<file path="src/rtl/buzz_note_scheduler.sv">
// buzz_note_scheduler: picks one of seven requested notes (C4..B4) and drives a
// square wave to a buzzer, inserting a silent gap between two different notes.
//
// Ports:
//   clk        - sole clock, rising edge
//   rst_n      - asynchronous active-low reset
//   sw[6:0]    - note request switches (asynchronous to clk), bit n = note n
//   enable     - synchronous master enable, 0 forces silence
//   speaker    - square-wave drive, period 2*DIVn cycles while playing
//   note_idx   - index of the currently selected note (held outside PLAY)
//   note_valid - high while a note is sounding
//
// Build option: define BUZZ_ROUND_ROBIN_EN to rotate through all requested
// notes in SLOT_CYCLES slots; otherwise the highest requested note wins.
module buzz_note_scheduler #(
    parameter int unsigned DIV0        = 95557,
    parameter int unsigned DIV1        = 85131,
    parameter int unsigned DIV2        = 75843,
    parameter int unsigned DIV3        = 71586,
    parameter int unsigned DIV4        = 63776,
    parameter int unsigned DIV5        = 56818,
    parameter int unsigned DIV6        = 50619,
    parameter int unsigned GAP_CYCLES  = 2500000,
    parameter int unsigned SLOT_CYCLES = 12500000
) (
    input  logic       clk,
    input  logic       rst_n,
    input  logic [6:0] sw,
    input  logic       enable,
    output logic       speaker,
    output logic [2:0] note_idx,
    output logic       note_valid
);

    localparam int unsigned CNT_W = 24;
    localparam int unsigned IDX_W = 3;
    localparam int unsigned NOTES = 7;

    // Terminal count (length-1) of a cycle length; a length of 0 acts as 1.
    function automatic logic [CNT_W-1:0] term_cnt(input int unsigned len);
        if (len == 0) return '0;
        return CNT_W'(len - 1);
    endfunction

    localparam logic [CNT_W-1:0] DIV0_TC = term_cnt(DIV0);
    localparam logic [CNT_W-1:0] DIV1_TC = term_cnt(DIV1);
    localparam logic [CNT_W-1:0] DIV2_TC = term_cnt(DIV2);
    localparam logic [CNT_W-1:0] DIV3_TC = term_cnt(DIV3);
    localparam logic [CNT_W-1:0] DIV4_TC = term_cnt(DIV4);
    localparam logic [CNT_W-1:0] DIV5_TC = term_cnt(DIV5);
    localparam logic [CNT_W-1:0] DIV6_TC = term_cnt(DIV6);
    localparam logic [CNT_W-1:0] GAP_TC  = term_cnt(GAP_CYCLES);

    typedef enum logic [1:0] {
        S_IDLE = 2'd0,
        S_PLAY = 2'd1,
        S_GAP  = 2'd2
    } state_t;

    state_t             r_state, w_state_nx;
    logic [6:0]         r_sw_meta, r_sw_s;
    logic [IDX_W-1:0]   r_cur, w_cur_nx;
    logic [CNT_W-1:0]   r_tone_cnt, w_tone_nx;
    logic [CNT_W-1:0]   r_gap_cnt, w_gap_nx;
    logic               r_speaker, w_spk_nx;
    logic               r_valid;
    logic [CNT_W-1:0]   w_div_tc;
    logic [IDX_W-1:0]   w_entry;
    logic [IDX_W-1:0]   w_cand;
    logic               w_any;

    // Two-flop synchronizer for the asynchronous switches.
    always_ff @(posedge clk or negedge rst_n) begin
        if (!rst_n) begin
            r_sw_meta <= '0;
            r_sw_s    <= '0;
        end else begin
            r_sw_meta <= sw;
            r_sw_s    <= r_sw_meta;
        end
    end

    assign w_any = |r_sw_s;

    // Half-period terminal count of the current note.
    always_comb begin
        w_div_tc = DIV0_TC;
        case (r_cur)
            3'd1:    w_div_tc = DIV1_TC;
            3'd2:    w_div_tc = DIV2_TC;
            3'd3:    w_div_tc = DIV3_TC;
            3'd4:    w_div_tc = DIV4_TC;
            3'd5:    w_div_tc = DIV5_TC;
            3'd6:    w_div_tc = DIV6_TC;
            default: w_div_tc = DIV0_TC;
        endcase
    end

`ifdef BUZZ_ROUND_ROBIN_EN
    localparam logic [CNT_W-1:0] SLOT_TC = term_cnt(SLOT_CYCLES);

    logic [CNT_W-1:0] r_slot_cnt, w_slot_nx;
    logic             w_keep;

    // Lowest requested note, used when starting from IDLE.
    function automatic logic [IDX_W-1:0] lowest(input logic [6:0] v);
        logic [IDX_W-1:0] res;
        res = '0;
        for (int i = NOTES - 1; i >= 0; i--) begin
            if (v[i]) res = IDX_W'(i);
        end
        return res;
    endfunction

    // Next requested note strictly above cur, wrapping 6->0; cur itself is
    // examined last so a lone request returns cur.
    function automatic logic [IDX_W-1:0] next_above(input logic [6:0] v,
                                                    input logic [IDX_W-1:0] cur);
        logic [IDX_W-1:0] res;
        logic [IDX_W-1:0] j;
        logic             found;
        res   = cur;
        j     = cur;
        found = 1'b0;
        for (int k = 0; k < NOTES; k++) begin
            j = (j == IDX_W'(NOTES - 1)) ? '0 : j + IDX_W'(1);
            if (!found && v[j]) begin
                res   = j;
                found = 1'b1;
            end
        end
        return res;
    endfunction

    assign w_keep  = r_sw_s[r_cur] && (r_slot_cnt < SLOT_TC);
    assign w_entry = lowest(r_sw_s);
    assign w_cand  = w_keep ? r_cur : next_above(r_sw_s, r_cur);

    // Slot counter: cleared on PLAY entry and when the rotation lands on cur.
    always_comb begin
        w_slot_nx = r_slot_cnt;
        if ((w_state_nx == S_PLAY) && (r_state != S_PLAY)) begin
            w_slot_nx = '0;
        end else if ((r_state == S_PLAY) && (w_state_nx == S_PLAY)) begin
            w_slot_nx = w_keep ? r_slot_cnt + CNT_W'(1) : '0;
        end
    end

    always_ff @(posedge clk or negedge rst_n) begin
        if (!rst_n) r_slot_cnt <= '0;
        else        r_slot_cnt <= w_slot_nx;
    end
`else
    // Fixed priority: highest requested note.
    function automatic logic [IDX_W-1:0] highest(input logic [6:0] v);
        logic [IDX_W-1:0] res;
        res = '0;
        for (int i = 0; i < NOTES; i++) begin
            if (v[i]) res = IDX_W'(i);
        end
        return res;
    endfunction

    assign w_entry = highest(r_sw_s);
    assign w_cand  = w_entry;
`endif

    // FSM state and datapath registers.
    always_ff @(posedge clk or negedge rst_n) begin
        if (!rst_n) begin
            r_state    <= S_IDLE;
            r_cur      <= '0;
            r_tone_cnt <= '0;
            r_gap_cnt  <= '0;
            r_speaker  <= 1'b0;
            r_valid    <= 1'b0;
        end else begin
            r_state    <= w_state_nx;
            r_cur      <= w_cur_nx;
            r_tone_cnt <= w_tone_nx;
            r_gap_cnt  <= w_gap_nx;
            r_speaker  <= w_spk_nx;
            r_valid    <= (w_state_nx == S_PLAY);
        end
    end

    // Next-state logic; a state change always wins over a tone-counter wrap.
    always_comb begin
        w_state_nx = r_state;
        w_cur_nx   = r_cur;
        w_tone_nx  = r_tone_cnt;
        w_gap_nx   = r_gap_cnt;
        w_spk_nx   = r_speaker;
        case (r_state)
            S_IDLE: begin
                w_spk_nx  = 1'b0;
                w_tone_nx = '0;
                if (enable && w_any) begin
                    w_state_nx = S_PLAY;
                    w_cur_nx   = w_entry;
                end
            end
            S_PLAY: begin
                if (!enable || !w_any) begin
                    w_state_nx = S_IDLE;
                    w_spk_nx   = 1'b0;
                    w_tone_nx  = '0;
                end else if (w_cand != r_cur) begin
                    w_state_nx = S_GAP;
                    w_spk_nx   = 1'b0;
                    w_tone_nx  = '0;
                    w_gap_nx   = '0;
                end else if (r_tone_cnt == w_div_tc) begin
                    w_tone_nx = '0;
                    w_spk_nx  = ~r_speaker;
                end else begin
                    w_tone_nx = r_tone_cnt + CNT_W'(1);
                end
            end
            S_GAP: begin
                w_spk_nx = 1'b0;
                if (!enable) begin
                    w_state_nx = S_IDLE;
                end else if (r_gap_cnt == GAP_TC) begin
                    if (!w_any) begin
                        w_state_nx = S_IDLE;
                    end else begin
                        w_state_nx = S_PLAY;
                        w_cur_nx   = w_cand;
                        w_tone_nx  = '0;
                    end
                end else begin
                    w_gap_nx = r_gap_cnt + CNT_W'(1);
                end
            end
            default: begin
                w_state_nx = S_IDLE;
                w_spk_nx   = 1'b0;
            end
        endcase
    end

    assign speaker    = r_speaker;
    assign note_idx   = r_cur;
    assign note_valid = r_valid;

endmodule

</file>
<file path="config.mk">
export PLATFORM = sky130hd
export DESIGN_NAME = buzz_note_scheduler
export DESIGN_NICKNAME = d
export VERILOG_FILES = /design/src/rtl/buzz_note_scheduler.sv
export SDC_FILE = /design/constraint.sdc
export NUM_CORES = 1
export LEC_CHECK = 0
export CAP_MARGIN = 5
export CORE_UTILIZATION = 55
export CTS_CLUSTER_DIAMETER = 60
export DETAILED_ROUTE_END_ITERATION = 8
export MAX_ROUTING_LAYER = met4
export PLACE_DENSITY = 0.7
export SYNTH_ARGS = -nofsm -noshare
export SYNTH_HDL_FRONTEND = slang
export SYNTH_SLANG_ARGS = --single-unit
</file>
<file path="constraint.sdc">
create_clock -name clk -period 6.1 [get_ports clk]
set_clock_uncertainty 0.15 [all_clocks]
set_input_delay 0.915 -clock clk [delete_from_list [all_inputs] [get_ports clk]]
set_output_delay 0.915 -clock clk [all_outputs]
set_load 0.05 [all_outputs]
</file>
==> run_results.csv <==
group,metric,value,unit
floorplanning,pin_count,15,
power,p_leak,1.76,nW
synthesis,synth-edff-count,0,
min_path,hold_depth,0,
setup_path,cp_num_buf_inv,0,
final_layout,num-fill-cells,630,
setup_path,r2r-start,"note_idx[2]",
synthesis,syn_avg_cell_area,8.73,µm²
outcome,status,"finished, final reports clean",
setup_path,crit_arrival,3.59,ns
sta,max_slew_margin,0.325,
cts,cts_repair_resize_count,0,
detailed_routing,viasPerCell,6.13,
floorplanning,floorplan.rows,30,
detailed_routing,drtIter0Drc,228,
power,power_per_cell_area,284,nW/µm²
cts,clock_latency,0.35,ns
synthesis,postSynthRegisterBits,69,
sta,hold_violations,0,
setup_path,worstPathMaxFanout,30,
synthesis,synth_cell_types,64,
floorplanning,core-area,6910,µm²
detailed_routing,num_vias,3366,
grt,use_met1,0.347,
grt,antenna_found_initial,0,
grt,grt-ovfl-total,0,
setup_path,path_delay_family,"simple AND/OR/NAND/NOR gates",
setup_path,cp_num_cells,7,
sta,setup_viol,0,
synthesis,async_flop_share,1.00,
synthesis,syn_inst,456,
cts,cts_tree,"yes",
synthesis,syn_nets,468,
final_layout,drive_gt1_frac,0.0728,
sta,worst_pin_slew,1.01,ns
cts,post_cts_buffers,0,
setup_path,cp-end-kind,"flip-flop",
detailed_routing,postRouteWirelength,8.60,mm
setup_path,critPathRequiredTime,6.17,ns
cts,cts.htree.levels,3,
synthesis,yosys_warnings,0,
final_layout,fin_util,0.621,
grt,use_met3,0.0379,
setup_path,slowest_stage,"or4_1",
setup_path,slowest_delay,0.94,ns
setup_path,cp-startpoint,"note_idx[2]",
cts,clk_pin_slew_worst_paths,0.08,ns
final_layout,num_antenna_cells,0,
detailed_routing,drc,0,
floorplanning,die_y,87.1,µm
setup_path,critical_path_class,"flip-flop to flip-flop",
floorplanning,dieArea,7590,µm²
floorplanning,start_util,0.577,
min_path,hold_start,"r_sw_meta[6]",
final_layout,area_growth,7.67,%
cts,cts_root_buffer,"clkbuf_8",
setup_path,critPathLaunchType,"flip-flop",
placed_design,gp_congestion,0.839,
placed_design,place.port_buffers,14,
power,max-vdd-ir-drop,302,µV
cts,cts_inserted_buffers,9,
final_layout,final_net_count,460,
grt,grt_most_used_layer,"met2",
floorplanning,die_x,87.1,µm
sta,drv_slew,0,
job,drv_cap,0,
grt,grt_max_degree,70,
synthesis,ys.flop_type,"dfrtp_1",
sta,final.setup.tns,0,ns
grt,first_global_vias,2970,
detailed_routing,antenna_left,0,
sta,grt_setup_unrepaired,"no",
detailed_routing,drt_first_pass_iters,5,
placed_design,dp_hpwl,5.57,mm
synthesis,ys_seq_area_frac,0.434,
cts,hold_buffers,0,
cts,cts_max_path_buffers,2,
sta,fin_crit,3.52,ns
setup_path,r2r_cells,7,
min_path,hold_path.class,"flip-flop to flip-flop",
detailed_routing,wl_per_cell,15.7,µm
grt,grt_first_pass_wirelength,14.2,mm
synthesis,syn_area,3980,µm²
cts,cts_sinks,69,
sta,fin_crit_sh,0.577,
setup_path,worstPathCellList,"or4b_1 -> o32a_1 -> o311ai_1 -> o221ai_1 -> or4_1 -> nand2_2 -> o211ai_1",
grt,use_met2,0.373,
sta,fmax,284,MHz
grt,gr-usage-all-layers,0.252,
## layer usage
metal,vias to the layer above,routed length [µm],part of all wire
met4,0,109,0.013
met1,1652,4110,0.48
met2,78,4040,0.47
met3,12,340,0.040
li1,1624,-,-
met5,-,0,0
## state kept, by name (all words and copies together) (netlist names)
signal and flops:
r_tone_cnt 24, speaker 1, note_valid 1, r_gap_cnt 24
r_sw_meta 7, note_idx 3, r_sw_s 7, r_state 2
## cell usage in the layout (no fill, tap or decap), drive strengths merged, types with 13 or more instances in the layout
cell / count
a21oi: 15
clkdlybuf4s50: 13
dfrtp: 69
inv: 13
nand2: 53
nand3: 28
nand4: 14
nor2: 49
o211ai: 16
o21ai: 20
xor2: 19
## worst paths after layout
kind | end | slack, ns
setup / recovery | r_tone_cnt[4] | 2.58
hold / removal | r_sw_s[6] | 0.20
setup reg to reg | r_tone_cnt[4] | 2.58
hold reg to reg | r_sw_s[6] | 0.20
max in group asynchronous | r_gap_cnt[4] | 4.63
min in group asynchronous | r_tone_cnt[10] | 0.60
## area by class of cell
class | count | area, µm² | share of cell area
Clock buffer | 10 | 128 | 0.0298
Timing Repair Buffer | 17 | 158 | 0.0368
Sequential cell | 69 | 1730 | 0.403
Tap cell | 96 | 120 | 0.0280
Multi-Input combinational cell | 340 | 2040 | 0.477
Inverter | 11 | 41.3 | 0.00963
Clock inverter | 6 | 70.1 | 0.0163
## cells by family (layout without fill, tap and decap cells)
logic type	Yosys count	after routing	share of synthesized area
compound gates	91	91	0.159
xor+xnor	23	23	0.0506
fa+ha+maj	3	3	0.00880
buf+inv	47	44	0.0547
flops	69	69	0.434
mux	3	3	0.00817
simple gates	220	220	0.285
## metrics by stage
step | setup WS [ns] | total power, mW | hold slack (ns) | std cells | instance area [µm²]
floorplan | 3.22 | 0.766 | 0.181 | 456 | 3980
global placement | 2.46 | 0.833 | 0.182 | 533 | 4090
detailed placement | 2.39 | 0.843 | 0.185 | 533 | 4090
CTS | 2.61 | 1.22 | 0.202 | 549 | 4290
global route | 2.43 | 1.28 | 0.209 | 549 | 4290
finish | 2.58 | 1.22 | 0.202 | 549 | 4290
## worst register-to-register path, cell delays in order, from the launching register on
cell,delay [ns]
dfrtp_1,0.69
or4b_1,0.63
o32a_1,0.18
o311ai_1,0.09
o221ai_1,0.21
or4_1,0.94
nand2_2,0.37
o211ai_1,0.13
## Yosys cell counts (all sizes together), types with 10 or more instances
| cell type | n | area [µm²] |
|---|---|---|
| buf | 14 | 93.8 |
| nand4 | 14 | 87.6 |
| and3 | 10 | 62.6 |
| inv | 11 | 41.3 |
| nor2 | 49 | 184 |
| dfrtp | 69 | 1730 |
| o21ai | 20 | 104 |
| nand2 | 53 | 201 |
| a21oi | 15 | 75.1 |
| clkbuf | 22 | 82.6 |
| nand3 | 28 | 140 |
| o211ai | 16 | 125 |
| xor2 | 19 | 166 |
## power breakdown
group | leakage [nW] | switching, mW | internal [mW]
Sequential | 0.919 | 0.0705 | 0.479
Clock | 0.0895 | 0.192 | 0.192
Combinational | 0.751 | 0.175 | 0.110
Total | 1.76 | 0.437 | 0.781
(Power assumes the default switching activity.)
